==> config.mk <==
export PLATFORM = sky130hd
export DESIGN_NAME = fifo_wr_arbiter
export DESIGN_NICKNAME = d
export VERILOG_FILES = /design/src/rtl/fifo_arb_pkg.sv /design/src/rtl/fifo_wr_arbiter_rr_pick.sv /design/src/rtl/fifo_wr_arbiter.sv
export SDC_FILE = /design/constraint.sdc
export NUM_CORES = 1
export LEC_CHECK = 0
export BUFFER_PORTS_ARGS = -buffer_cell sky130_fd_sc_hd__buf_2
export CORE_ASPECT_RATIO = 1.2
export CORE_UTILIZATION = 40
export DETAILED_ROUTE_END_ITERATION = 16
export GPL_ROUTABILITY_DRIVEN = 0
export GPL_TIMING_DRIVEN = 0
export HOLD_SLACK_MARGIN = 0.05
export PLACE_DENSITY = 0.71
export SYNTH_ARGS = -nofsm -noshare
export SYNTH_HDL_FRONTEND = slang
export SYNTH_SLANG_ARGS = --single-unit
==> constraint.sdc <==
create_clock -name clk -period 3.7 [get_ports clk]
set_input_delay 0.74 -clock clk [delete_from_list [all_inputs] [get_ports clk]]
set_output_delay 0.74 -clock clk [all_outputs]
set_load 0.1 [all_outputs]
==> src/rtl/fifo_arb_pkg.sv <==
// Shared types and default sizing for the FIFO write arbiter.
// Holds the FSM state enum and default NREQ/WIDTH/BURST values.
package fifo_arb_pkg;

  localparam int DEF_NREQ  = 4;
  localparam int DEF_WIDTH = 8;
  localparam int DEF_BURST = 4;

  typedef enum logic {
    IDLE  = 1'b0,
    BURST = 1'b1
  } state_t;

endpackage

==> src/rtl/fifo_wr_arbiter_rr_pick.sv <==
// Rotating-priority first-one finder: scans req starting at rr_ptr.
// Ports: req (request bits), rr_ptr (start index), index (winner), valid (any req).
module rr_pick
  import fifo_arb_pkg::*;
#(
  parameter int NREQ = DEF_NREQ,
  parameter int IW   = $clog2(NREQ)
) (
  input  logic [NREQ-1:0] req,
  input  logic [IW-1:0]   rr_ptr,
  output logic [IW-1:0]   index,
  output logic            valid
);

  int          w_j;
  logic [IW-1:0] w_jj;

  // Walk NREQ positions from rr_ptr, wrapping modulo NREQ
  // (NREQ need not be a power of two).
  always_comb begin
    index = '0;
    valid = 1'b0;
    w_j   = 0;
    w_jj  = '0;
    for (int k = 0; k < NREQ; k++) begin
      w_j = int'(rr_ptr) + k;
      if (w_j >= NREQ) w_j = w_j - NREQ;
      w_jj = IW'(w_j);
      if (!valid && req[w_jj]) begin
        valid = 1'b1;
        index = w_jj;
      end
    end
  end

endmodule

==> src/rtl/fifo_wr_arbiter.sv <==
// Burst round-robin arbiter granting NREQ writers access to one FIFO.
// Ports: clk, rst; req/req_data in; ack, fifo_wr_en/data, owner, busy, err_sticky out.
module fifo_wr_arbiter #(
  parameter int NREQ  = fifo_arb_pkg::DEF_NREQ,
  parameter int WIDTH = fifo_arb_pkg::DEF_WIDTH,
  parameter int BURST = fifo_arb_pkg::DEF_BURST
) (
  input  logic                    clk,
  input  logic                    rst,
  input  logic [NREQ-1:0]         req,
  input  logic [NREQ*WIDTH-1:0]   req_data,
  output logic [NREQ-1:0]         ack,
  input  logic                    fifo_full,
  input  logic                    fifo_wr_error,
  output logic                    fifo_wr_en,
  output logic [WIDTH-1:0]        fifo_wr_data,
  output logic [$clog2(NREQ)-1:0] owner,
  output logic                    busy,
  output logic                    err_sticky
);

  localparam int IW = $clog2(NREQ);
  localparam int CW = $clog2(BURST + 1);
  localparam logic [CW-1:0] CMAX = CW'(BURST);

  fifo_arb_pkg::state_t r_state, w_state_nx;

  logic [IW-1:0]    r_ptr, w_ptr_nx;
  logic [IW-1:0]    r_owner, w_owner_nx;
  logic [CW-1:0]    r_cnt, w_cnt_nx;
  logic [CW-1:0]    w_cnt_inc;
  logic             r_err;
  logic [NREQ-1:0]  w_ack;
  logic [IW-1:0]    w_pick_idx;
  logic             w_pick_vld;
  logic [WIDTH-1:0] w_data;

  function automatic logic [IW-1:0] inc_mod(input logic [IW-1:0] v);
    if (v == IW'(NREQ - 1)) return '0;
    return v + 1'b1;
  endfunction

  rr_pick #(
    .NREQ (NREQ),
    .IW   (IW)
  ) u_pick (
    .req    (req),
    .rr_ptr (r_ptr),
    .index  (w_pick_idx),
    .valid  (w_pick_vld)
  );

  assign w_cnt_inc = r_cnt + 1'b1;

  always_comb begin
    w_state_nx = r_state;
    w_ptr_nx   = r_ptr;
    w_owner_nx = r_owner;
    w_cnt_nx   = r_cnt;
    w_ack      = '0;
    unique case (r_state)
      fifo_arb_pkg::IDLE: begin
        if (w_pick_vld && !fifo_full) begin
          w_ack[w_pick_idx] = 1'b1;
          w_owner_nx        = w_pick_idx;
          w_cnt_nx          = CW'(1);
          if (BURST > 1) w_state_nx = fifo_arb_pkg::BURST;
          else           w_ptr_nx   = inc_mod(w_pick_idx);
        end
      end
      fifo_arb_pkg::BURST: begin
        if (!req[r_owner]) begin
          // Owner went quiet: give up the grant, costs one idle cycle.
          w_state_nx = fifo_arb_pkg::IDLE;
          w_ptr_nx   = inc_mod(r_owner);
        end else if (!fifo_full) begin
          w_ack[r_owner] = 1'b1;
          w_cnt_nx       = w_cnt_inc;
          if (w_cnt_inc == CMAX) begin
            w_state_nx = fifo_arb_pkg::IDLE;
            w_ptr_nx   = inc_mod(r_owner);
          end
        end
      end
      default: begin
        w_state_nx = fifo_arb_pkg::IDLE;
      end
    endcase
    // Reset is asynchronous, so gate acks combinationally too.
    if (rst) w_ack = '0;
  end

  always_comb begin
    w_data = '0;
    for (int i = 0; i < NREQ; i++) begin
      if (w_ack[i]) w_data = w_data | req_data[i*WIDTH +: WIDTH];
    end
  end

  always_ff @(posedge clk or posedge rst) begin
    if (rst) begin
      r_state <= fifo_arb_pkg::IDLE;
      r_ptr   <= '0;
      r_owner <= '0;
      r_cnt   <= '0;
      r_err   <= 1'b0;
    end else begin
      r_state <= w_state_nx;
      r_ptr   <= w_ptr_nx;
      r_owner <= w_owner_nx;
      r_cnt   <= w_cnt_nx;
      r_err   <= r_err | fifo_wr_error;
    end
  end

  assign ack          = w_ack;
  assign fifo_wr_en   = |w_ack;
  assign fifo_wr_data = w_data;
  assign owner        = r_owner;
  assign busy         = (r_state == fifo_arb_pkg::BURST);
  assign err_sticky   = r_err;

endmodule
==> run metrics, run 1 <==
die area 3070 µm²; Seq/Total Area, Yosys 19.7%; final net count 251; crit-path max FO 12; FMAX 287 MHz; ranking of synthesized cells by area dfrtp_1 (20%), mux2i_1 (14%), a22oi_1 (9.2%); Synth top area share 19.7%; biggest area consumer among synthesized cells dfrtp_1; die width 50.8 µm; Final Cycle Share 94.3%; CTS tree done; first-pass GRT wire length 5790 µm; setup bufs post-CTS 0; number of buffers created by CTS 3; largest net degree at the start of global routing 13; Final Slew Violations 0; WP data required 2.96 ns; Post-Syn Nets 190; htree depth 1; pre-CTS WS 0.178 ns; vias in the first global route 1345; Initial Utilization 43.5%; Fillers 267; Comb pwr share 77.0%; cell count after synthesis 144; EDFF count, synth 0; DRT iter0 DRCs 47; GR Overflow Total 0; HP Class flip-flop to flip-flop; Total GRT Usage 25.0%; Final Skew 0.00670 ns; Buffers on Ports 56; # Max-Cap Violations 0; clk_lat worst skew 0.27 ns; most common cell in the netlist nand2_1; clock buffer depth 2; placement row count 20; Routed WL 3550 µm; Die Ht 60.5 µm; multi-input logic area 852 µm²; switch share 62.9%; status completed; Worst-path clk slew 0.07 ns; Yosys reg bits 9; worst vdd rail ir drop 0.589 mV; CP Data Arrival Time 2.75 ns; fin crit period 3.49 ns; startpoint types input port; RSZ-0062 raised after global routing no; worst-margin pin slew 0.543 ns; clock network fraction of total power 6.8%; I/O pin count 57; initial antenna violation count 0; PostCTS Resize Cnt 0; Detailed Place HPWL 2660 µm; Worst slew margin 63.8%; area growth from synthesis to layout 31.3%; total clock sinks 9; ys async rst share 100%; final setup fails 0; vias post-DR 1359; hold_buf cts 0; commonest cells in the netlist nand2_1 (26), mux2i_1 (16), a22oi_1 (14); CP Class input port to primary output; Wirelength per Cell 15.0 µm; final antenna-violating net count 0; Layout Utilization 57.1%; final hold viol count 0; DR vias/cell 5.73; Sw Pwr 0.738 mW; pwr/cell area 782 nW/µm²; Storage cell area 225 µm²; DR pass1 iterations 5; root buffer cell clkbuf_4; antenna diode count 0; hold_ws 0.476 ns; core area 2630 µm²; synth warn 0; drt drc 0; synthesized cell area 1140 µm²; Pleak 0.747 nW; Yosys cell types 41; ys flop type dfrtp_1; Avg Cell Area, Syn 7.93 µm²; layout cells sized above 1 36.8%; internal power 0.435 mW; Crit. End Element primary output; Reg power frac 16.2%; worst setup margin 0.211 ns
state kept, by name, indices dropped and copies added (netlist names):
register    cells
owner           2
busy            1
r_ptr           2
err_sticky      1
r_cnt           3
critical path, cell delays in order:
cell	delay (ns)
buf_2	0.15
inv_1	0.34
nand3_1	0.13
or4_1	0.41
buf_2	0.19
a2bb2oi_2	0.16
o2111ai_2	0.18
buf_2	0.45
routing by layer:
metal / share of wire (%) / vias to the layer above / track usage, %
met5: 0 / - / 0
met4: 0.65 / 0 / 9.52
met3: 5.6 / 4 / 3.26
met2: 52 / 55 / 48.8
met1: 42 / 636 / 27.4
li1: - / 664 / -
through the flow:
stage	total power [mW]	instance area (µm²)	cells	setup TNS, ns
3_5_place_dp	1.09	1470	233	0
3_3_place_gp	1.07	1470	233	0
6_report	1.17	1500	237	0
4_1_cts	1.18	1500	237	0
2_1_floorplan	0.912	1150	144	-1.73
5_1_grt	1.26	1500	237	0
final cells by class:
cell class / count / share of cell area, %
Buffer: 10 / 3.17
Clock buffer: 3 / 1.50
Clock inverter: 1 / 0.334
Inverter: 7 / 1.75
Multi-Input combinational cell: 118 / 56.8
Sequential cell: 9 / 15.0
Tap cell: 33 / 2.75
Timing Repair Buffer: 56 / 18.7
logic make-up (layout without fill, tap and decap cells):
kind of cell	count (synthesis)	after routing	synth area share [%]
and+or+nand+nor	48	48	19.5
AOI/OAI and AO/OA	45	45	30.0
muxes	18	18	17.0
buffers and inverters	17	77	6.46
DFF	9	9	19.7
adders and majority gates	6	6	6.57
xor gates and xnor gates	1	1	0.767
placed cells by master (no fill, tap or decap), types with 2 or more instances in the layout:
cell      synthesis  layout
a21oi_1           5       4
a21oi_2           1       2
a22oi_1          14      14
a32oi_1           2       2
and2_1            2       2
buf_1             2       2
buf_2             4      60
clkbuf_1          2       2
clkbuf_4          0       3
dfrtp_1           9       9
ha_1              6       6
inv_1             7       7
mux2i_1          16      16
nand2_1          26      26
nand2b_1          3       3
nand3_1           2       2
nor2_1            6       4
nor2_2            0       2
o21ai_0           5       5
o221ai_1          7       7
or3_1             2       2
or4_1             2       2
worst paths after layout:
| check | from | endpoint | slack [ns] | cells after the start |
|---|---|---|---|---|
| max in group asynchronous | rst | r_cnt[2] | 2.87 | 2 |
| setup reg to reg | owner[0] | r_cnt[2] | 1.96 | 6 |
| setup / recovery | rst | fifo_wr_data[7] | 0.21 | 8 |
| hold reg to reg | err_sticky | err_sticky | 0.48 | 1 |
| hold / removal | err_sticky | err_sticky | 0.48 | 1 |
| min in group asynchronous | rst | owner[1] | 0.53 | 2 |
power groups by stage:
stage	sequential [mW]	combinational, mW	clock, mW
after floorplan	0.292	0.620	0
after global placement	0.189	0.880	0
after detailed placement	0.191	0.903	0
after CTS	0.190	0.905	0.0818
after global routing	0.200	0.974	0.0862
final	0.190	0.903	0.0801
No activity file was read; power rests on OpenSTA's default activity.
==> inputs of run 2 (changes only) <==
Settings changed: SYNTH_HIERARCHICAL from default to 1.
==> run 2 against run 1 <==
  * Register-to-register slack lost 0.04 ns
  * Core utilization fell by 2.2 points
  * Critical path type unchanged
  * Cell count down 6.3%
==> run metrics, run 2 <==
most frequent cells in the layout buf_2 (56), nand2_1 (15), inv_1 (14); Layout Utilization 54.9%; total clock sinks 9; die width 51.3 µm; CTS tree done; commonest cells in the netlist nand2_1 (15), inv_1 (14), dfrtp_1 (9), mux4_2 (9), o21ai_2 (9); Pleak 0.723 nW; synthesized cell area 1160 µm²; vias post-DR 1271; Seq/Total Area, Yosys 19.3%; CP Class input port to primary output; pre-CTS WS -0.127 ns; HP Class input port to async pin; ys flop type dfrtp_1; Detailed Place HPWL 2470 µm; vias in the first global route 1216; number of buffers created by CTS 3; GR Overflow Total 0; leading cell type in the layout, fill and taps excluded buf_2; initial antenna violation count 0; final net count 235; worst-case reg-to-reg path depth 6; hold_ws 0.450 ns; Top reg by flops r_cnt; Placed Cells 218; worst vdd rail ir drop 0.540 mV; WP data required 2.96 ns; startpoint types input port; Yosys reg bits 9; Post-Syn Nets 174; biggest area consumer among synthesized cells dfrtp_1; DRT iter0 DRCs 56; Initial Utilization 41.8%; layout cells sized above 1 47.3%; FMAX 282 MHz; Crit. End Element primary output; clk_lat worst skew 0.27 ns; Buffers on Ports 56; ranking of synthesized cells by area dfrtp_1 (19%), mux4_2 (17%), o21ai_2 (6.8%); final hold viol count 0; I/O pin count 57; fin crit period 3.54 ns; area growth from synthesis to layout 31.3%; drt drc 0; Routed WL 3200 µm; DR vias/cell 5.73; Final Skew 0.00850 ns; Critical R2R Capture owner[1]; final cell count without fillers 222; # Max-Cap Violations 0; Avg Cell Area, Syn 9.10 µm²; Yosys cell types 36; clock buffer depth 2; Synth top area share 19.3%; synth warn 6; root buffer cell clkbuf_4; Worst-path clk slew 0.07 ns; Die Ht 61.1 µm; Final Power 1.22 mW; htree depth 1; CP Data Arrival Time 2.80 ns; antenna diode count 0; crit-path max FO 10; most common cell in the netlist nand2_1; largest net degree at the start of global routing 13; Final Slew Violations 0; Final Cycle Share 95.8%; Total GRT Usage 21.6%; placement row count 21; setup bufs post-CTS 0; Crit. Startpoint req[0]; EDFF count, synth 0; pwr/cell area 799 nW/µm²; final antenna-violating net count 0; Worst slew margin 65.2%; final setup fails 0; PostCTS Resize Cnt 1; DR pass1 iterations 4; Wirelength per Cell 14.4 µm; status completed; worst-margin pin slew 0.522 ns; die area 3130 µm²; Worst R2R Start r_ptr[1]; cell count after synthesis 128; worst setup margin 0.156 ns; Largest register FFs 3; first-pass GRT wire length 5200 µm; core area 2790 µm²; r2r setup slk 1.92 ns; hold_buf cts 0; Worst Setup EP fifo_wr_data[4]; ys async rst share 100%; RSZ-0062 raised after global routing no
[run 2: changes by cell type in the layout (fill, tap and decap cells not counted), sizes merged, moves of 6 or more]
cell | before | now
a22oi | 14 | 1
nand2 | 26 | 16
a22o | 0 | 8
mux2i | 16 | 1
inv | 7 | 15
mux4 | 1 | 9
o221ai | 7 | 1
a221oi | 0 | 8
o21ai | 6 | 17
[run 2: cell type report]
| type | count | area, µm² |
|---|---|---|
| multi-input cells | 96 | 856 |
| well taps | 34 | 42.5 |
| repair buffers | 56 | 280 |
| inverters | 15 | 56.3 |
| clock inverters | 1 | 5.00 |
| plain buffers | 8 | 41.3 |
| clock buffers | 3 | 22.5 |
| flip-flops and latches | 9 | 225 |
| fillers | 272 | 1260 |
[run 2: logic make-up after synthesis]
group / count (synthesis) / share of synthesized area, %
AOI/OAI and AO/OA: 46 / 31.2
and+or+nand+nor: 31 / 14.0
buffers and inverters: 23 / 8.16
muxes: 12 / 20.2
DFF: 9 / 19.3
adders and majority gates: 6 / 6.44
xor gates and xnor gates: 1 / 0.752
[run 2: through the flow]
stage / cell area, µm² / TNS, ns
floorplan: 1160 / -0.551
global placement: 1490 / -0.294
detailed placement: 1490 / -0.590
CTS: 1520 / 0
global route: 1530 / 0
finish: 1530 / 0
[run 2: how the worst min path moves through the flow]
stage                            end  slack (ns)  cells after the start
after CTS                 err_sticky        0.47                      2
after global routing      err_sticky        0.49                      1
final                     err_sticky        0.45                      2
after detailed placement  err_sticky        0.45                      1
after global placement    err_sticky        0.45                      1
after floorplan             r_cnt[1]        0.50                      2
[run 2: routing by layer]
metal	wire length (µm)	track usage, %
met1	1340	27.3
met4	12	5.79
met3	229	2.47
met5	0	0
met2	1630	39.5
[run 2: where the power goes]
part | internal [mW] | switching, mW
clock network | 0.0400 | 0.0403
logic | 0.307 | 0.642
registers | 0.136 | 0.0571
[run 2: critical path, cell delays in order]
cell and delay, ns:
buf_2 0.13, a21oi_1 0.13, o21ai_0 0.09, a21oi_1 0.38
buf_1 0.47, mux4_2 0.30, nand2_1 0.06, o21ai_2 0.07
buf_2 0.43
